==> config.mk <==
export PLATFORM = sky130hd
export DESIGN_NAME = jtag_dump_flat
export DESIGN_NICKNAME = d
export VERILOG_FILES = /design/src/rtl/jtag_dump_if.sv /design/src/rtl/jtag_dump.sv /design/src/flat_wrapper.sv
export SDC_FILE = /design/constraint.sdc
export NUM_CORES = 1
export LEC_CHECK = 0
export CELL_PAD_IN_SITES_DETAIL_PLACEMENT = 0
export CELL_PAD_IN_SITES_GLOBAL_PLACEMENT = 1
export CORE_MARGIN = 1
export CORE_UTILIZATION = 36
export DETAILED_ROUTE_END_ITERATION = 8
export GPL_ROUTABILITY_DRIVEN = 0
export MAX_ROUTING_LAYER = met4
export PLACE_DENSITY_LB_ADDON = 0.1
export SLEW_MARGIN = 10
export SYNTH_ARGS = -nofsm -noshare
export SYNTH_HDL_FRONTEND = slang
export SYNTH_SLANG_ARGS = --single-unit
==> constraint.sdc <==
create_clock -name clk -period 2.5 [get_ports clk]
set_clock_uncertainty 0.15 [all_clocks]
set_input_delay 0.75 -clock clk [delete_from_list [all_inputs] [get_ports clk]]
set_output_delay 0.75 -clock clk [all_outputs]
set_load 0.02 [all_outputs]
==> src/rtl/jtag_dump_if.sv <==
// jtag_dump_if: start request, data/instruction memory read ports and the
// word-stream handshake of the memory dump engine; master is the dump engine.
interface jtag_dump_if #(
    parameter int AW = 9,
    parameter int DW = 32
);
    logic          i_start;
    logic          o_dmem_re;
    logic [AW-1:0] o_dmem_addr;
    logic [DW-1:0] i_dmem_rdata;
    logic          o_imem_re;
    logic [AW-1:0] o_imem_addr;
    logic [DW-1:0] i_imem_rdata;
    logic [DW-1:0] o_jout;
    logic          o_jvalid;
    logic          i_jready;
    logic          o_jlast;
    logic          o_busy;
    logic          o_done;

    modport master (
        input  i_start, i_dmem_rdata, i_imem_rdata, i_jready,
        output o_dmem_re, o_dmem_addr, o_imem_re, o_imem_addr,
        output o_jout, o_jvalid, o_jlast, o_busy, o_done
    );

    modport slave (
        output i_start, i_dmem_rdata, i_imem_rdata, i_jready,
        input  o_dmem_re, o_dmem_addr, o_imem_re, o_imem_addr,
        input  o_jout, o_jvalid, o_jlast, o_busy, o_done
    );
endinterface

==> src/rtl/jtag_dump.sv <==
// jtag_dump: streams data memory then instruction memory, each from the top
// address down to 0, through a 2-entry buffer onto a valid/ready word stream.
module jtag_dump #(
    parameter int DEPTH = 512,
    parameter int AW    = 9,
    parameter int DW    = 32
) (
    input  logic         clk,
    input  logic         rst_n,
    jtag_dump_if.master  bus
);
    localparam logic [1:0] S_IDLE  = 2'd0;
    localparam logic [1:0] S_DMEM  = 2'd1;
    localparam logic [1:0] S_IMEM  = 2'd2;
    localparam logic [1:0] S_DRAIN = 2'd3;
    localparam logic [AW-1:0] TOP  = AW'(DEPTH - 1);

    logic [1:0]    r_state;
    logic [AW-1:0] r_addr;
    logic          r_infl;
    logic          r_infl_imem;
    logic          r_infl_last;
    logic [DW:0]   r_fifo [2];
    logic          r_wp;
    logic          r_rp;
    logic [1:0]    r_cnt;

    logic          w_pop;
    logic          w_rd;
    logic [DW-1:0] w_wdata;

    assign w_pop   = bus.o_jvalid & bus.i_jready;
    // A read is allowed only if its word is guaranteed a buffer slot on return.
    assign w_rd    = (r_state == S_DMEM || r_state == S_IMEM) &&
                     ((3'(r_cnt) + 3'(r_infl)) < (3'd2 + 3'(w_pop)));
    assign w_wdata = r_infl_imem ? bus.i_imem_rdata : bus.i_dmem_rdata;

    assign bus.o_dmem_re   = w_rd && r_state == S_DMEM;
    assign bus.o_imem_re   = w_rd && r_state == S_IMEM;
    assign bus.o_dmem_addr = r_addr;
    assign bus.o_imem_addr = r_addr;
    assign bus.o_jvalid    = r_cnt != 2'd0;
    assign bus.o_jout      = bus.o_jvalid ? r_fifo[r_rp][DW-1:0] : '0;
    assign bus.o_jlast     = bus.o_jvalid & r_fifo[r_rp][DW];
    assign bus.o_busy      = r_state != S_IDLE;
    assign bus.o_done      = r_state == S_DRAIN && r_cnt == 2'd0 && !r_infl;

    always_ff @(posedge clk or negedge rst_n) begin
        if (!rst_n) begin
            r_state     <= S_IDLE;
            r_addr      <= '0;
            r_infl      <= 1'b0;
            r_infl_imem <= 1'b0;
            r_infl_last <= 1'b0;
            r_fifo[0]   <= '0;
            r_fifo[1]   <= '0;
            r_wp        <= 1'b0;
            r_rp        <= 1'b0;
            r_cnt       <= 2'd0;
        end else begin
            r_infl      <= w_rd;
            r_infl_imem <= r_state == S_IMEM;
            r_infl_last <= r_state == S_IMEM && r_addr == '0;
            if (r_state == S_IDLE && bus.i_start) begin
                r_state <= S_DMEM;
                r_addr  <= TOP;
            end else if (w_rd) begin
                r_state <= r_addr != '0 ? r_state : (r_state == S_DMEM ? S_IMEM : S_DRAIN);
                r_addr  <= r_addr != '0 ? r_addr - 1'b1 : TOP;
            end else if (bus.o_done) begin
                r_state <= S_IDLE;
            end
            // Returning read data is written unconditionally; the issue rule keeps room.
            if (r_infl) begin
                r_fifo[r_wp] <= {r_infl_last, w_wdata};
                r_wp         <= ~r_wp;
            end
            if (w_pop)
                r_rp <= ~r_rp;
            r_cnt <= r_cnt + 2'(r_infl) - 2'(w_pop);
        end
    end
endmodule

==> src/flat_wrapper.sv <==
// flat-port wrapper written by rule: the top's interface ports become plain ports
module jtag_dump_flat 
#(
    parameter int DEPTH = 512,
    parameter int AW    = 9,
    parameter int DW    = 32
)
  (clk, rst_n, bus_i_start, bus_i_dmem_rdata, bus_i_imem_rdata, bus_i_jready, bus_o_dmem_re, bus_o_dmem_addr, bus_o_imem_re, bus_o_imem_addr, bus_o_jout, bus_o_jvalid, bus_o_jlast, bus_o_busy, bus_o_done);
  jtag_dump_if #(.AW(AW), .DW(DW)) bus_i ();
  input  logic clk;
  input  logic rst_n;
  input wire logic [$bits(bus_i.i_start)-1:0] bus_i_start;
  input wire logic [$bits(bus_i.i_dmem_rdata)-1:0] bus_i_dmem_rdata;
  input wire logic [$bits(bus_i.i_imem_rdata)-1:0] bus_i_imem_rdata;
  input wire logic [$bits(bus_i.i_jready)-1:0] bus_i_jready;
  output wire logic [$bits(bus_i.o_dmem_re)-1:0] bus_o_dmem_re;
  output wire logic [$bits(bus_i.o_dmem_addr)-1:0] bus_o_dmem_addr;
  output wire logic [$bits(bus_i.o_imem_re)-1:0] bus_o_imem_re;
  output wire logic [$bits(bus_i.o_imem_addr)-1:0] bus_o_imem_addr;
  output wire logic [$bits(bus_i.o_jout)-1:0] bus_o_jout;
  output wire logic [$bits(bus_i.o_jvalid)-1:0] bus_o_jvalid;
  output wire logic [$bits(bus_i.o_jlast)-1:0] bus_o_jlast;
  output wire logic [$bits(bus_i.o_busy)-1:0] bus_o_busy;
  output wire logic [$bits(bus_i.o_done)-1:0] bus_o_done;
  assign bus_i.i_start = bus_i_start;
  assign bus_i.i_dmem_rdata = bus_i_dmem_rdata;
  assign bus_i.i_imem_rdata = bus_i_imem_rdata;
  assign bus_i.i_jready = bus_i_jready;
  assign bus_o_dmem_re = bus_i.o_dmem_re;
  assign bus_o_dmem_addr = bus_i.o_dmem_addr;
  assign bus_o_imem_re = bus_i.o_imem_re;
  assign bus_o_imem_addr = bus_i.o_imem_addr;
  assign bus_o_jout = bus_i.o_jout;
  assign bus_o_jvalid = bus_i.o_jvalid;
  assign bus_o_jlast = bus_i.o_jlast;
  assign bus_o_busy = bus_i.o_busy;
  assign bus_o_done = bus_i.o_done;
  jtag_dump #(.DEPTH(DEPTH), .AW(AW), .DW(DW)) u_core (.clk(clk), .rst_n(rst_n), .bus(bus_i));
endmodule
==> results of run 1 <==
-- layout make-up --
class / count / share of cell area
repair buffers: 153 / 0.235
clock buffers: 12 / 0.0433
inverters: 9 / 0.00570
well taps: 143 / 0.0302
multi-input cells: 297 / 0.325
clock inverters: 2 / 0.00591
flip-flops and latches: 84 / 0.355
-- metal layers --
metal | vias up | share of wire
met1 | 1602 | 0.44
li1 | 1709 | -
met3 | 11 | 0.044
met4 | 0 | 0.015
met2 | 82 | 0.50
met5 | - | 0
-- worst max-delay path by stage --
stage               cells past startpoint       endpoint  slack, ps
finish                                  5  bus_o_dmem_re         10
global route                            5  bus_o_dmem_re        -50
CTS                                     4     bus_o_done        -30
detailed placement                      5  bus_o_dmem_re       -690
global placement                        5  bus_o_imem_re       -730
floorplan                               4  bus_o_dmem_re         80
-- synthesized netlist by cell type (all sizes together) --
cell type	instances	area (um^2)
inv	9	33.8
mux2	2	22.5
nor3	1	5.00
nand2	35	131
clkbuf	20	75.1
mux2i	66	661
o21a	1	7.51
dfrtp	84	2100
o21ai	41	205
buf	17	106
o41ai	1	8.76
a31oi	3	25.0
and2	4	25.0
nor2b	1	6.26
nor2	68	255
nand2b	3	26.3
nand3b	1	7.51
a21oi	35	175
o31ai	2	20.0
and3	3	18.8
o311ai	1	8.76
xor2	1	8.76
nor4	2	27.5
ha	9	113
or4	3	26.3
or3	2	13.8
nand3	5	30.0
and4	2	17.5
nor4b	2	17.5
xnor2	3	26.3
-- registers in the layout, summed over array words and instances (netlist names) --
register,count
u_core.r_state,2
u_core.r_wp,1
u_core.r_fifo,66
u_core.r_cnt,2
u_core.r_infl,1
u_core.r_rp,1
u_core.bus.o_dmem_addr,9
u_core.r_infl_imem,1
u_core.r_infl_last,1
-- timing repair --
item | in CTS | in global routing
pin swaps | 5 | 0
setup endpoints to repair | 38 | 37
setup buffers | 1 | 1
gates resized for setup | 101 | 35
-- where the power goes --
part           switching, uW  total [uW]  internal (uW)
Sequential               357        2340           1980
Combinational           2520        4390           1860
Clock                    487        1300            815
-- per-stage QoR --
stage | setup TNS, ps | total power [uW]
5_1_grt | -107 | 8660
4_1_cts | -44.3 | 8350
3_3_place_gp | -1520 | 7040
2_1_floorplan | 0 | 5070
3_5_place_dp | -1410 | 7130
6_report | 0 | 8020
-- worst register-to-register path: stages, from the launching register on --
cell	delay (ps)
dfrtp_1	380
ha_2	180
ha_1	220
nand2b_4	150
or4_1	510
or3_2	450
nand3_1	90
-- kinds of logic (layout without fill, tap and decap cells) --
kind of cell               Yosys count  after routing
DFF                                 84             84
and+or+nand+nor                    132            132
muxes                               68             68
adders and majority gates            9              9
buffers and inverters               46            176
AOI/OAI and AO/OA                   84             84
xor gates and xnor gates             4              4
==> impl_metrics.py, run 1 <==
metrics = {
    "die": {
        "io_pins": 124,
        "rows": 39,
        "dieArea_um2": 12100,
        "die_w_um": 110,
        "start_util": 0.368,
        "core_area_um2": 11400,
        "die_h_um": 110,
    },
    "layout": {
        "drive_gt1_frac": 0.180,
        "multi_input_area_um2": 1920,
        "seq_area_um2": 2100,
        "final_cell_count_no_fill": 700,
        "mostFrequentLayoutCells": "83 x clkdlybuf4s50_1, 82 x dfrtp_1, 67 x nor2_1, 66 x mux2i_1",
        "fill_cells": 1092,
        "final_common_cell": "clkdlybuf4s50_1",
        "final_cell_area_um2": 5920,
        "antennaDiodeCount": 0,
        "fin_util": 0.519,
        "syn2layout_area_growth_pct": 40.8,
        "fin_nets": 631,
    },
    "synth": {
        "synth_fa_ha_area_frac": 0.0268,
        "yosysSeqAreaShare": 0.500,
        "synth-simple-area-share": 0.145,
        "syn_nets": 504,
        "synth_compound_area_frac": 0.107,
        "synth-seq-cells": 84,
        "yosys_warnings": 0,
        "synth_top_family_by_area": "multiplexers",
        "syn_area_per_cell_um2": 9.85,
        "synthMuxAreaShare": 0.162,
        "synth_xor_area_frac": 0.00833,
        "netlist_area_um2": 4210,
        "syn_inst": 427,
        "yosysUniqueCellTypes": 41,
    },
    "critical_path": {
        "crit_required_ps": 1600,
        "cp_slowest_cell": "dfrtp_1",
        "cpPeakStageDelay_ps": 380,
        "r2r-end": "u_core.bus.o_dmem_addr[3]$_DFFE_PN0P_",
        "crit_buf_inv": 1,
        "r2r_start": "u_core.r_cnt[0]$_DFF_PN0_",
        "end_kind": "primary output",
        "r2r_slack_ps": 300,
        "cp.arrival_ps": 1590,
        "crit_start": "u_core.r_cnt[0]$_DFF_PN0_",
        "rr_worst_depth": 6,
        "path_delay_family": "adder cells",
        "crit_chain": "ha_2 -> ha_1 -> o21ai_2 -> and3_1 -> buf_6",
        "crit_fanout": 3,
        "startpoint_type": "flop",
        "criticalPathCategory": "reg -> out",
    },
    "detailed_routing": {
        "drtIter0Drc": 87,
        "antenna_left": 0,
        "wire_per_inst_um": 14.0,
        "vias": 3404,
        "routed_wl_um": 9800,
        "avgViaCountPerCell": 4.86,
        "drcViolationCount": 0,
        "firstDrtPassIters": 4,
    },
    "sta": {
        "timing.final.ws_setup_ps": 11.0,
        "fin_hold_ws_ps": 215,
        "period_share": 0.996,
        "fmax_ghz": 0.402,
        "grt_setup_unrepaired": "yes",
        "setup_viol": 0,
        "min_period_ps": 2490,
        "finalMaxSlewViolations": 0,
        "relSlewSlack": 0.610,
        "hold_viol": 0,
        "worst_slew_pin_slew_ps": 586,
    },
    "clocking": {
        "path_clk_slew_ps": 60,
        "h-tree-depth": 3,
        "cts.sinks": 84,
        "clockRootBuffer": "clkbuf_16",
        "clkLatencyLatePin_ps": 330,
        "cts_tree": "done",
        "clk_path_buf_depth": 2,
        "cts_buffers": 9,
        "cts_hold_buf": 0,
    },
    "place": {
        "detailed_place.area_um2": 5740,
        "place_ws_ps": -692,
        "dp.cells": 684,
        "numPortBuffers": 123,
        "hpwl_um": 6880,
    },
    "grt": {
        "grt_antenna_before_repair": 0,
        "use_met3": 0.0212,
        "grt_pass1_vias": 3243,
        "met2_usage": 0.294,
        "grt_max_degree": 37,
        "grt.met1_usage": 0.212,
        "grt_overflow": 0,
        "grt_pass1_wl_um": 15500,
        "busiest_layer": "met2",
        "grt.total_usage": 0.173,
    },
    "pwr": {
        "p_per_area_nw_per_um2": 1350,
        "ir_drop_v": 0.000574,
        "leakagePower_uw": 0.00261,
    },
    "outcome": {
        "status": "finished clean",
    },
    "run": {
        "maxCapViolCount": 0,
    },
    "worst_hold_path": {
        "hp-class": "in -> async",
    },
}
Power figures use the tool's default switching activity.
==> run 2: changes to the inputs <==
CAP_MARGIN = 5   (was unset)
CORE_MARGIN = 3   (was 1)
clock period = 2.45 ns   (was 2.5 ns; I/O delays follow)
==> impl_metrics.py, run 2 (synthesis results as in run 1) <==
metrics = {
    "critical_path": {
        "startpoint_type": "flop",
        "r2r-end": "u_core.bus.o_dmem_addr[3]$_DFFE_PN0P_",
        "crit_fanout": 5,
        "rr_worst_depth": 6,
        "r2r_start": "u_core.r_infl$_DFF_PN0_",
        "end_kind": "primary output",
        "cp.arrival_ps": 1560,
        "crit_required_ps": 1560,
        "criticalPathCategory": "reg -> out",
        "r2r_slack_ps": 260,
    },
    "sta": {
        "period_share": 1.00,
        "fin_hold_ws_ps": 211,
        "hold_viol": 0,
        "worst_slew_pin_slew_ps": 492,
        "setup_viol": 0,
        "finalMaxSlewViolations": 0,
        "grt_setup_unrepaired": "yes",
        "relSlewSlack": 0.672,
        "min_period_ps": 2450,
        "timing.final.ws_setup_ps": 0.441,
        "fmax_ghz": 0.408,
    },
    "detailed_routing": {
        "avgViaCountPerCell": 4.85,
        "antenna_left": 0,
        "vias": 3416,
        "routed_wl_um": 10400,
        "drtIter0Drc": 85,
        "firstDrtPassIters": 4,
        "drcViolationCount": 0,
        "wire_per_inst_um": 14.8,
    },
    "layout": {
        "top_register": "u_core.r_fifo",
        "mostFrequentLayoutCells": "83 x clkdlybuf4s50_1, 80 x dfrtp_1, 65 x mux2i_1, 65 x nor2_1",
        "drive_gt1_frac": 0.202,
        "final_cell_area_um2": 6160,
        "fin_nets": 637,
        "multi_input_area_um2": 1980,
        "antennaDiodeCount": 0,
        "seq_area_um2": 2110,
        "fill_cells": 1060,
        "largest_register_ffs": 66,
        "syn2layout_area_growth_pct": 46.4,
        "final_common_cell": "clkdlybuf4s50_1",
    },
    "die": {
        "start_util": 0.378,
        "die_h_um": 114,
        "dieArea_um2": 13000,
        "die_w_um": 114,
        "rows": 38,
        "core_area_um2": 11100,
        "io_pins": 124,
    },
    "grt": {
        "grt.total_usage": 0.162,
        "grt_overflow": 0,
        "grt_pass1_vias": 3323,
        "grt_antenna_before_repair": 0,
        "grt_max_degree": 43,
        "grt_pass1_wl_um": 16400,
    },
    "pwr": {
        "p_per_area_nw_per_um2": 1440,
        "ir_drop_v": 0.000857,
        "leakagePower_uw": 0.00269,
    },
    "clocking": {
        "cts.sinks": 84,
        "clk_path_buf_depth": 2,
        "clkLatencyLatePin_ps": 320,
        "clockRootBuffer": "clkbuf_16",
        "path_clk_slew_ps": 60,
        "cts_tree": "done",
        "cts_buffers": 9,
        "cts_hold_buf": 0,
        "h-tree-depth": 3,
    },
    "place": {
        "numPortBuffers": 123,
        "hpwl_um": 7120,
        "detailed_place.area_um2": 5730,
        "place_ws_ps": -658,
    },
    "worst_hold_path": {
        "hp-class": "in -> async",
    },
    "run": {
        "maxCapViolCount": 0,
    },
    "outcome": {
        "status": "finished clean",
    },
}
==> run 2: cell types whose count changed in the layout (fill, tap and decap cells not counted), sizes merged <==
| cell | before | now |
|---|---|---|
| clkbuf | 34 | 16 |
| bufinv | 1 | 3 |
| clkdlybuf4s15 | 2 | 0 |
| buf | 44 | 69 |
==> run 2: per-stage QoR <==
stage                      util  cells  TNS [ps]  power (uW)
after floorplan               -    427         0        5170
after global placement    0.515    679     -1450        7190
after detailed placement  0.515    679     -1500        7290
after CTS                 0.543    695      -148        8660
after global routing      0.553    704      -310        9530
final                     0.553    704         0        8860
==> run 2: worst max path at each step <==
stage / start / to / slack (ps) / depth (start not counted)
floorplan: bus_i_jready / bus_o_dmem_re / 60 / 4
global placement: bus_i_jready / bus_o_imem_re / -670 / 5
detailed placement: bus_i_jready / bus_o_imem_re / -660 / 5
CTS: u_core.r_cnt[1]$_DFF_PN0_ / bus_o_jout[2] / -50 / 5
global route: u_core.r_cnt[1]$_DFF_PN0_ / bus_o_jlast / -50 / 7
finish: u_core.r_cnt[1]$_DFF_PN0_ / bus_o_jlast / 0.4 / 7
==> run 2: worst max-delay path, stage by stage, from the launching register on <==
cell and delay (ps):
dfrtp_2 430, buf_6 130, nor2_4 110, buf_12 130
buf_12 100, clkbuf_16 130, nor2_1 40, buf_4 150
==> run 2: repair_timing <==
action,4_1_cts,5_1_grt
endpoints found under the setup margin,38,25
gates resized for setup,133,55
gates cloned,0,3
setup buffers,1,6
pin swaps,4,1
==> run 2: area by class of cell <==
type | count | area share
Clock buffer | 11 | 0.0378
Inverter | 9 | 0.00549
Sequential cell | 84 | 0.342
Timing Repair Buffer | 159 | 0.249
Clock inverter | 4 | 0.0161
Multi-Input combinational cell | 297 | 0.321
Tap cell | 140 | 0.0284
==> run 2: metal layers <==
layer  routed length, um  global-route usage  part of all wire  vias up
met4                 102              0.0428            0.0098        0
li1                    -                   -                 -     1715
met5                   0                   -                 0        -
met3                 514              0.0291             0.049       11
met1                4820               0.220              0.46     1613
met2                5010               0.250              0.48       77
==> run 2: report_power, final <==
group | leakage (uW) | switching, uW | internal [uW] | total (uW)
clock | 0.000160 | 518 | 993 | 1510
sequential | 0.000968 | 385 | 2020 | 2410
combinational | 0.00157 | 2690 | 2250 | 4940
==> run 3: changes to the inputs <==
RECOVER_POWER = 25   (was unset)
==> impl_metrics.py, run 3 (synthesis results as in run 1) <==
metrics = {
    "place": {
        "dp.cells": 679,
        "numPortBuffers": 123,
        "hpwl_um": 7120,
    },
    "detailed_routing": {
        "avgViaCountPerCell": 4.86,
        "vias": 3420,
        "drcViolationCount": 0,
        "firstDrtPassIters": 4,
        "drtIter0Drc": 84,
        "routed_wl_um": 10500,
        "wire_per_inst_um": 14.8,
        "antenna_left": 0,
    },
    "sta": {
        "min_period_ps": 2450,
        "finalMaxSlewViolations": 0,
        "hold_viol": 0,
        "setup_viol": 0,
        "fmax_ghz": 0.409,
        "period_share": 0.999,
        "worst_slew_pin_slew_ps": 867,
        "grt_setup_unrepaired": "yes",
        "relSlewSlack": 0.422,
    },
    "worst_hold_path": {
        "min-delay-start": "u_core.r_wp$_DFFE_PN0P_",
        "hp-class": "reg -> reg",
    },
    "grt": {
        "grt.total_usage": 0.162,
        "grt_max_degree": 43,
        "grt_antenna_before_repair": 0,
        "grt_pass1_wl_um": 16400,
        "grt_overflow": 0,
        "grt_pass1_vias": 3323,
    },
    "critical_path": {
        "end_kind": "primary output",
        "crit_chain": "buf_6 -> nor2_4 -> buf_12 -> buf_12 -> clkbuf_16 -> nor2_1 -> buf_4",
        "cp_slowest_cell": "dfrtp_2",
        "cp.arrival_ps": 1560,
        "criticalPathCategory": "reg -> out",
        "crit_required_ps": 1560,
        "crit_top_cell": "buf_12",
        "crit_start": "u_core.r_cnt[1]$_DFF_PN0_",
        "r2r_start": "u_core.r_state[1]$_DFFE_PN0P_",
        "cpPeakStageDelay_ps": 430,
        "crit_fanout": 5,
        "startpoint_type": "flop",
    },
    "clocking": {
        "clockRootBuffer": "clkbuf_16",
        "h-tree-depth": 3,
        "clkLatencyLatePin_ps": 320,
        "clk_path_buf_depth": 2,
        "cts.sinks": 84,
        "cts_buffers": 9,
        "cts_tree": "done",
        "path_clk_slew_ps": 60,
        "cts_hold_buf": 0,
    },
    "layout": {
        "largest_register_ffs": 66,
        "drive_gt1_frac": 0.199,
        "fill_cells": 1065,
        "syn2layout_area_growth_pct": 45.8,
        "seq_area_um2": 2110,
        "mostFrequentLayoutCells": "83 x clkdlybuf4s50_1, 80 x dfrtp_1, 65 x mux2i_1, 65 x nor2_1",
        "multi_input_area_um2": 1980,
        "antennaDiodeCount": 0,
        "top_register": "u_core.r_fifo",
        "fin_nets": 637,
        "fin_util": 0.551,
        "final_cell_count_no_fill": 704,
        "final_common_cell": "clkdlybuf4s50_1",
    },
    "die": {
        "core_area_um2": 11100,
        "die_h_um": 114,
        "io_pins": 124,
        "start_util": 0.378,
        "rows": 38,
        "die_w_um": 114,
        "dieArea_um2": 13000,
    },
    "pwr": {
        "leakagePower_uw": 0.00268,
        "ir_drop_v": 0.000863,
        "p_per_area_nw_per_um2": 1440,
    },
    "run": {
        "maxCapViolCount": 0,
    },
    "outcome": {
        "status": "finished clean",
    },
}
==> run 3: critical path, delay by kind of cell, from the launching register on <==
family	cells	cell delay, ps
buffers and inverters	5	640
DFF	1	430
and+or+nand+nor	2	150
==> run 3: where the power goes <==
group | internal, uW | leakage, uW | total [uW] | switching [uW]
combinational | 2240 | 0.00155 | 4930 | 2690
sequential | 2020 | 0.000968 | 2410 | 385
clock | 993 | 0.000160 | 1510 | 519
total | 5260 | 0.00268 | 8850 | 3590
==> run 3: layout make-up <==
type	instances	share of cell area
repair buffers	159	0.246
clock inverters	4	0.0161
inverters	9	0.00551
multi-input cells	297	0.322
well taps	140	0.0286
clock buffers	11	0.0380
flip-flops and latches	84	0.344
==> run 3: per-stage QoR <==
stage | TNS, ps | power, uW | hold WS, ps | cell area (um^2) | setup WS (ps)
after floorplan | 0 | 5170 | 289 | 4210 | 61.8
after global placement | -1450 | 7190 | 308 | 5730 | -668
after detailed placement | -1500 | 7290 | 315 | 5730 | -658
after CTS | -148 | 8660 | 223 | 6040 | -50.8
after global routing | -446 | 9520 | 351 | 6130 | -47.1
final | 0 | 8850 | 327 | 6130 | 2.66
==> run 3: final timing paths <==
kind,endpoint,slack (ps),depth (start not counted)
hold reg to reg,u_core.r_wp$_DFFE_PN0P_,330,1
hold / removal,u_core.r_wp$_DFFE_PN0P_,330,1
setup / recovery,bus_o_jlast,3,7
max in group asynchronous,u_core.r_cnt[1]$_DFF_PN0_,360,2
setup reg to reg,u_core.bus.o_dmem_addr[3]$_DFFE_PN0P_,260,7
min in group asynchronous,u_core.r_fifo[38]$_DFFE_PN0P_,370,1
==> run 3: repair_timing <==
item,CTS,global route
endpoints found under the setup margin,38,25
gates resized for setup,133,55
pin swaps,4,1
gates cloned,0,3
buffers inserted,1,6
==> run 3: routing by layer <==
metal / wire (um) / GRT usage / up-vias
met2: 5000 / 0.250 / 76
li1: - / - / 1717
met3: 496 / 0.0291 / 11
met4: 101 / 0.0428 / 0
met1: 4860 / 0.220 / 1616
met5: 0 / - / -
